$ cat config.mk
export PLATFORM = sky130hd
export DESIGN_NAME = antares_fetch_unit
export DESIGN_NICKNAME = d
export VERILOG_FILES = /design/src/rtl/antares_fetch_unit.sv
export SDC_FILE = /design/constraint.sdc
export NUM_CORES = 1
export LEC_CHECK = 0
export CORE_MARGIN = 2
export CORE_UTILIZATION = 44
export DETAILED_ROUTE_END_ITERATION = 7
export PLACE_DENSITY_LB_ADDON = 0.1
export SLEW_MARGIN = 30
export SYNTH_ARGS = -nofsm -noshare
export SYNTH_HDL_FRONTEND = slang
export SYNTH_SLANG_ARGS = --single-unit
$ cat constraint.sdc
create_clock -name clk -period 2.85 [get_ports clk]
set_clock_uncertainty 0.15 [all_clocks]
set_input_delay 0.4275 -clock clk [delete_from_list [all_inputs] [get_ports clk]]
set_output_delay 0.4275 -clock clk [all_outputs]
set_load 0.03 [all_outputs]
$ cat src/rtl/antares_fetch_unit.sv
// rtl/antares_fetch_unit.sv - instruction fetch stage: one imem read per PC, stall buffering, flush, bus error/timeout
module antares_fetch_unit #(
    parameter int          TIMEOUT_CYCLES = 255,
    parameter logic [31:0] NOP_WORD       = 32'h0000_0000
) (
    input  logic        clk,
    input  logic        rst,
    input  logic [31:0] if_pc,
    input  logic        if_stall,
    input  logic        if_flush,
    output logic [31:0] imem_address,
    output logic        imem_valid,
    input  logic [31:0] imem_data,
    input  logic        imem_ready,
    input  logic        imem_error,
    output logic [31:0] if_instruction,
    output logic        if_inst_valid,
    output logic        if_bus_error,
    output logic        if_fetch_stall
);

    localparam int            CW      = (TIMEOUT_CYCLES > 0) ? $clog2(TIMEOUT_CYCLES + 1) : 1;
    localparam logic [CW-1:0] TO_LAST = CW'(TIMEOUT_CYCLES - 1);
    localparam logic [CW-1:0] CNT_MAX = '1;

    typedef enum logic [1:0] {IDLE, BUSY, DROP, HOLD} state_t;

    state_t        state, next_state;
    logic [CW-1:0] cnt;
    logic [31:0]   buf_word;
    logic          buf_err;
    logic          timeout;
    logic          resp_done;
    logic          deliver;
    logic [31:0]   resp_word;
    logic          resp_err;

    assign timeout   = (TIMEOUT_CYCLES != 0) && (cnt == TO_LAST) && !imem_ready;
    assign resp_done = imem_ready || timeout;
    // A timeout is reported exactly like an erroring response.
    assign resp_word = (imem_ready && !imem_error) ? imem_data : NOP_WORD;
    assign resp_err  = !imem_ready || imem_error;

    always_ff @(posedge clk) begin
        if (rst) begin
            state <= IDLE;
        end else begin
            state <= next_state;
        end
    end

    always_comb begin
        next_state = state;
        unique case (state)
            IDLE: next_state = if_flush ? IDLE : BUSY;
            BUSY: begin
                if (resp_done) begin
                    if (if_flush)      next_state = IDLE;
                    else if (if_stall) next_state = HOLD;
                    else               next_state = IDLE;
                end else if (if_flush) begin
                    next_state = DROP;
                end
            end
            DROP: if (resp_done) next_state = IDLE;
            HOLD: if (if_flush || !if_stall) next_state = IDLE;
            default: next_state = IDLE;
        endcase
    end

    always_comb begin
        deliver        = 1'b0;
        if_instruction = NOP_WORD;
        if_bus_error   = 1'b0;
        if (!rst) begin
            unique case (state)
                BUSY: begin
                    if (resp_done && !if_flush) begin
                        deliver        = 1'b1;
                        if_instruction = resp_word;
                        if_bus_error   = resp_err;
                    end
                end
                HOLD: begin
                    deliver        = 1'b1;
                    if_instruction = buf_word;
                    if_bus_error   = buf_err;
                end
                default: deliver = 1'b0;
            endcase
        end
    end

    assign if_inst_valid  = deliver;
    assign if_fetch_stall = !deliver;

    always_ff @(posedge clk) begin
        if (rst) begin
            imem_valid   <= 1'b0;
            imem_address <= 32'h0;
            buf_word     <= NOP_WORD;
            buf_err      <= 1'b0;
            cnt          <= '0;
        end else begin
            imem_valid <= (next_state == BUSY) || (next_state == DROP);
            if (state == IDLE && next_state == BUSY) begin
                imem_address <= if_pc;
                cnt          <= '0;
            end else if ((state == BUSY || state == DROP) && !imem_ready && cnt != CNT_MAX) begin
                cnt <= cnt + 1'b1;
            end
            if (state == BUSY && next_state == HOLD) begin
                buf_word <= resp_word;
                buf_err  <= resp_err;
            end
        end
    end

endmodule

After elaboration in Yosys (flattened, before gate mapping)
Cells that the tools add are included.

$add $sub $neg: 1. Equality and inequality tests: 8. Mux-type cells: 18. Reductions and logical operators: 19.

Operators by type and width (number): 2-to-1 mux 32 bit (3); one-hot mux 32 bit (2 select lines) (1); 2-to-1 mux 2 bit (6); adder 8 x 1 -> 8 bit (second input constant) (1); == test 2 bit (second input constant) (4); == test 8 bit (second input constant) (1); inequality test 8 bit (second input constant) (1); one-hot mux 2 bit (4 select lines) (1); logical AND 1 bit (7); zero test 1 bit (5); logical OR 1 bit (5); 2-to-1 mux 1 bit (5); == test 2 x 1 -> 1 bit (second input constant) (2); one-hot mux 1 bit (2 select lines) (2); zero test 2 bit (1); OR reduction 2 bit (1).

Bits in registers: 76. Bits of input ports: 70. Word-level logic and storage cells: 52.

Logic depth before layout (Yosys ltp)
Word-level depth: 8. Gate-level depth with buffers: 13.

Least setup slack after synthesis
OpenSTA, ideal clock, no wires.

Kind: flip-flop to flip-flop. Start: register cnt[0]. End: register buf_err. Setup time: 0.086 ns. Arrival time: 2.369 ns. Path slack: 0.246 ns. Stages on the path, launching flop included: 12. Buffers on the path: 2. Cell sequence: dfxtp_1 inv_1 ha_1 and3_1 and2_4 or4_4 nor3b_1 ha_1 and2_1 buf_2 clkbuf_1 a211oi_1.

Longest elaborated chain between the ends: 7. Elaborated cells between the ends (all ways): 8. Those cells by class: eq/ne: 2; mux: 3; reduce/logical: 3.

Ends and longest elaborated chain: from (decl) (line 29) `logic [CW-1:0] cnt;`; from (signal assigned) (line 110) `cnt <= cnt + 1'b1;`; == test 8 bit * (line 38) `assign timeout = (TIMEOUT_CYCLES != 0) && (cnt == TO_LAST) && !imem_ready;`; logical AND 1 bit * (line 38); logical OR 1 bit * (line 39) `assign resp_done = imem_ready || timeout;`; 2-to-1 mux 2 bit (on tied branches) (line 65, 57); one-hot mux 2 bit (4 select lines) * (line 54) `unique case (state)`; net next_state[1] (line 28) `state_t state, next_state;`; == test 2 bit * (line 112) `if (state == BUSY && next_state == HOLD) begin`; logical AND 1 bit * (line 112); to (signal assigned) (line 114) `buf_err <= resp_err;`; to (decl) (line 31) `logic buf_err;`.

The timed path passes the listed nets; every way through them passes the cells marked *. A chain may end at the register's enable or synchronous reset.

Final worst setup path
Ends and elaborated chain as after synthesis.

==> impl_metrics.toml <==
[synthesis]
synthesis.area_sq_um = 3570
synth_cell_types = 39
synth_area_leaders = "dfxtp_1, nand2_1, a21oi_1, a32oi_1, nand3_1"
synth_common_cells = "nand2_1, dfxtp_1, a21oi_1"
ys_seq_elements = 76
synth_fp_nets = 546
synth.top_cell.area_share = 0.427
synth_async_sr_flop_share = 0
synth_most_common_cell = "nand2_1"
post-synth-top-area-cell = "dfxtp_1"
synth_enable_flop_cells = 0
ys_dominant_reg_cell = "dfxtp_1"
syn_avg_cell_area_sq_um = 7.64
synth_sequential_area_ratio = 0.427
syn_inst = 467
yosys_warnings = 0

[placement]
place.detailed.hpwl_microns = 7150
postPlaceCellArea_sq_um = 5030
gp_routability_congestion = 0.832
port_buffers = 137
post-place-ws_ps = -56.9
placedCellCount = 680

[timing]
unrepaired_setup_endpoints_after_global_routing = "false"
max_slew.worst_pin.slew_ps = 412
max-slew-margin-rel = 0.724
setup_viol = 0
report.final.hold_viol_count = 0
timing.final.crit_period_ps = 2670
layout_setup_ws_ps = 179
clock.fmax_mhz = 374
final_min_period_over_clock_period = 0.937
fin_hold_ws_ps = 288
maxSlewViolCount = 0

[grt]
grt_start_max_net_pins = 35
number_of_global_route_vias_before_repair = 3573
grtUsageTotal = 0.235
grt_overflow_total = 0
antenna_found_initial = 0
grt_first_pass_wirelength_microns = 16700

[power]
finalPower_w = 0.00267
cellLeakagePower_nw = 1.82
cellPowerDensity_nw_per_um2 = 510
power.ir.vdd_worst_uv = 270

[routing]
drt-total-wl_microns = 10100
drt_pre_antenna_iters = 4
viasPerCell = 5.38
vias = 3746
violation_count_after_the_first_detailed_route_iteration = 160
drcViolationCount = 0
ant_nets = 0
drt-wirelength-per-cell_microns = 14.6

[flow_run]
timing.max_cap.violations = 0

[layout]
finalNonFillerCells = 696
final_layout_size_suffix_gt1_frac = 0.135
layout.nets = 668
postLayoutCellArea_sq_um = 5250
antennaDiodeCount = 0
areaGrowthSynthToFinish_pct = 47.0

[cts]
cts_hold_repair.buffers = 0
cts-buffers-inserted = 9
worstSkewPairLatency_ps = 340
clk_pin_slew_ps = 80
number_of_buffers_added_for_setup_after_cts = 0
tritoncts = "done"
numClockSinks = 76
clockRootBuffer = "clkbuf_8"
clockBufferDepth = 2
htreeDepth = 3

[setup_path]
worst-path-buf-inv = 2
endpoint_kind = "flop"
setup.worst_path.class = "flop to flop"
critical_path.top_delay_family = "simple AND/OR/NAND/NOR gates"
sort_of_element_at_the_start_of_the_critical_path = "flop"
crit_fanout = 10
critPathSlowestCell = "or4_4"
worst_path_most_repeated_cell = "ha_1"
timing.critical_path.cells = "inv_1 > ha_1 > and3_1 > and2_4 > or4_4 > nor3b_1 > ha_1 > and2_1 > buf_12 > a211oi_1"
timing.critical_path.required_ps = 2960
slowest_delay_ps = 420
worstPathArrival_ps = 2780

[run_status]
status = "finished, final reports clean"

[hold_path]
hold_path.class = "input port to flop"

[floorplan]
rows = 32
floorplan.die.height_microns = 94.0
initial_core_util = 0.457
die-area_sq_um = 8840
core_region_area_sq_um = 7810
pin_count = 138
die-width_microns = 94.0
timing repair:
action                                  CTS  global route
gates cloned                              0             0
pin swaps                                 0             0
hold endpoints to repair                  0             0
endpoints found under the setup margin   13            21
resized for setup                         2             4
state kept, by name (all words and copies together), names as in the netlist:
register	flops
buf_word	32
imem_address	32
cnt	8
state	2
buf_err	1
imem_valid	1
through the flow:
step | TNS, ps | util
3_5_place_dp | -2130 | 0.645
4_1_cts | 0 | 0.672
2_1_floorplan | 0 | -
3_3_place_gp | 0 | 0.645
5_1_grt | 0 | 0.672
6_report | 0 | 0.672
cell usage in the layout (no fill, tap or decap), types with 3 or more instances in the layout:
cell / n
nor2_1: 44
buf_12: 8
a211oi_1: 4
and3_1: 3
buf_4: 43
clkdlybuf4s50_1: 101
ha_1: 7
xnor2_1: 6
clkbuf_8: 11
a21oi_1: 69
nand2b_1: 4
nand2_1: 101
inv_1: 6
nand3b_1: 3
dfxtp_1: 76
a32oi_1: 32
nand3_1: 36
per-layer routing:
metal  global-route usage  part of all wire  vias up
met4               0.0906             0.018        0
met2                0.388              0.48      110
li1                     -                 -     1872
met5                    0                 0        -
met3               0.0738             0.071       13
met1                0.285              0.43     1751
worst reg2reg max path: stages (launching register included):
cell and delay [ps]:
dfxtp_1 410, inv_1 70, ha_1 210, and3_1 200, and2_4 170, or4_4 420, nor3b_1 160, ha_1 200
and2_1 220, buf_12 160, a211oi_1 210
cells by family after synthesis:
family                   share of synthesized area
flip-flops                                   0.427
buffers and inverters                       0.0596
AO/OA/AOI/OAI                                0.212
AND/OR/NAND/NOR                              0.255
XOR/XNOR                                    0.0147
adder cells (fa/ha/maj)                     0.0316
where the power goes:
| group | switching, W | internal, W | total [W] |
|---|---|---|---|
| registers | 0.0000351 | 0.00112 | 0.00116 |
| logic | 0.000378 | 0.000295 | 0.000674 |
| clock network | 0.000390 | 0.000450 | 0.000840 |
| total | 0.000803 | 0.00187 | 0.00267 |
worst paths after layout:
kind | slack, ps | from | endpoint | depth (start not counted)
worst min register to register | 300 | imem_address[26] | imem_address[26] | 2
worst max-delay path | 180 | cnt[0] | buf_err | 10
worst max register to register | 180 | cnt[0] | buf_err | 10
worst min-delay path | 290 | rst | imem_valid | 2
final cells by class:
| type | instances | area (sq um) |
|---|---|---|
| fillers | 680 | 2560 |
| multi-input cells | 340 | 1860 |
| inverters | 8 | 30.0 |
| clock inverters | 4 | 47.5 |
| clock buffers | 12 | 155 |
| well taps | 102 | 128 |
| flip-flops and latches | 76 | 1520 |
| repair buffers | 154 | 1500 |
(Power assumes the default switching activity.)
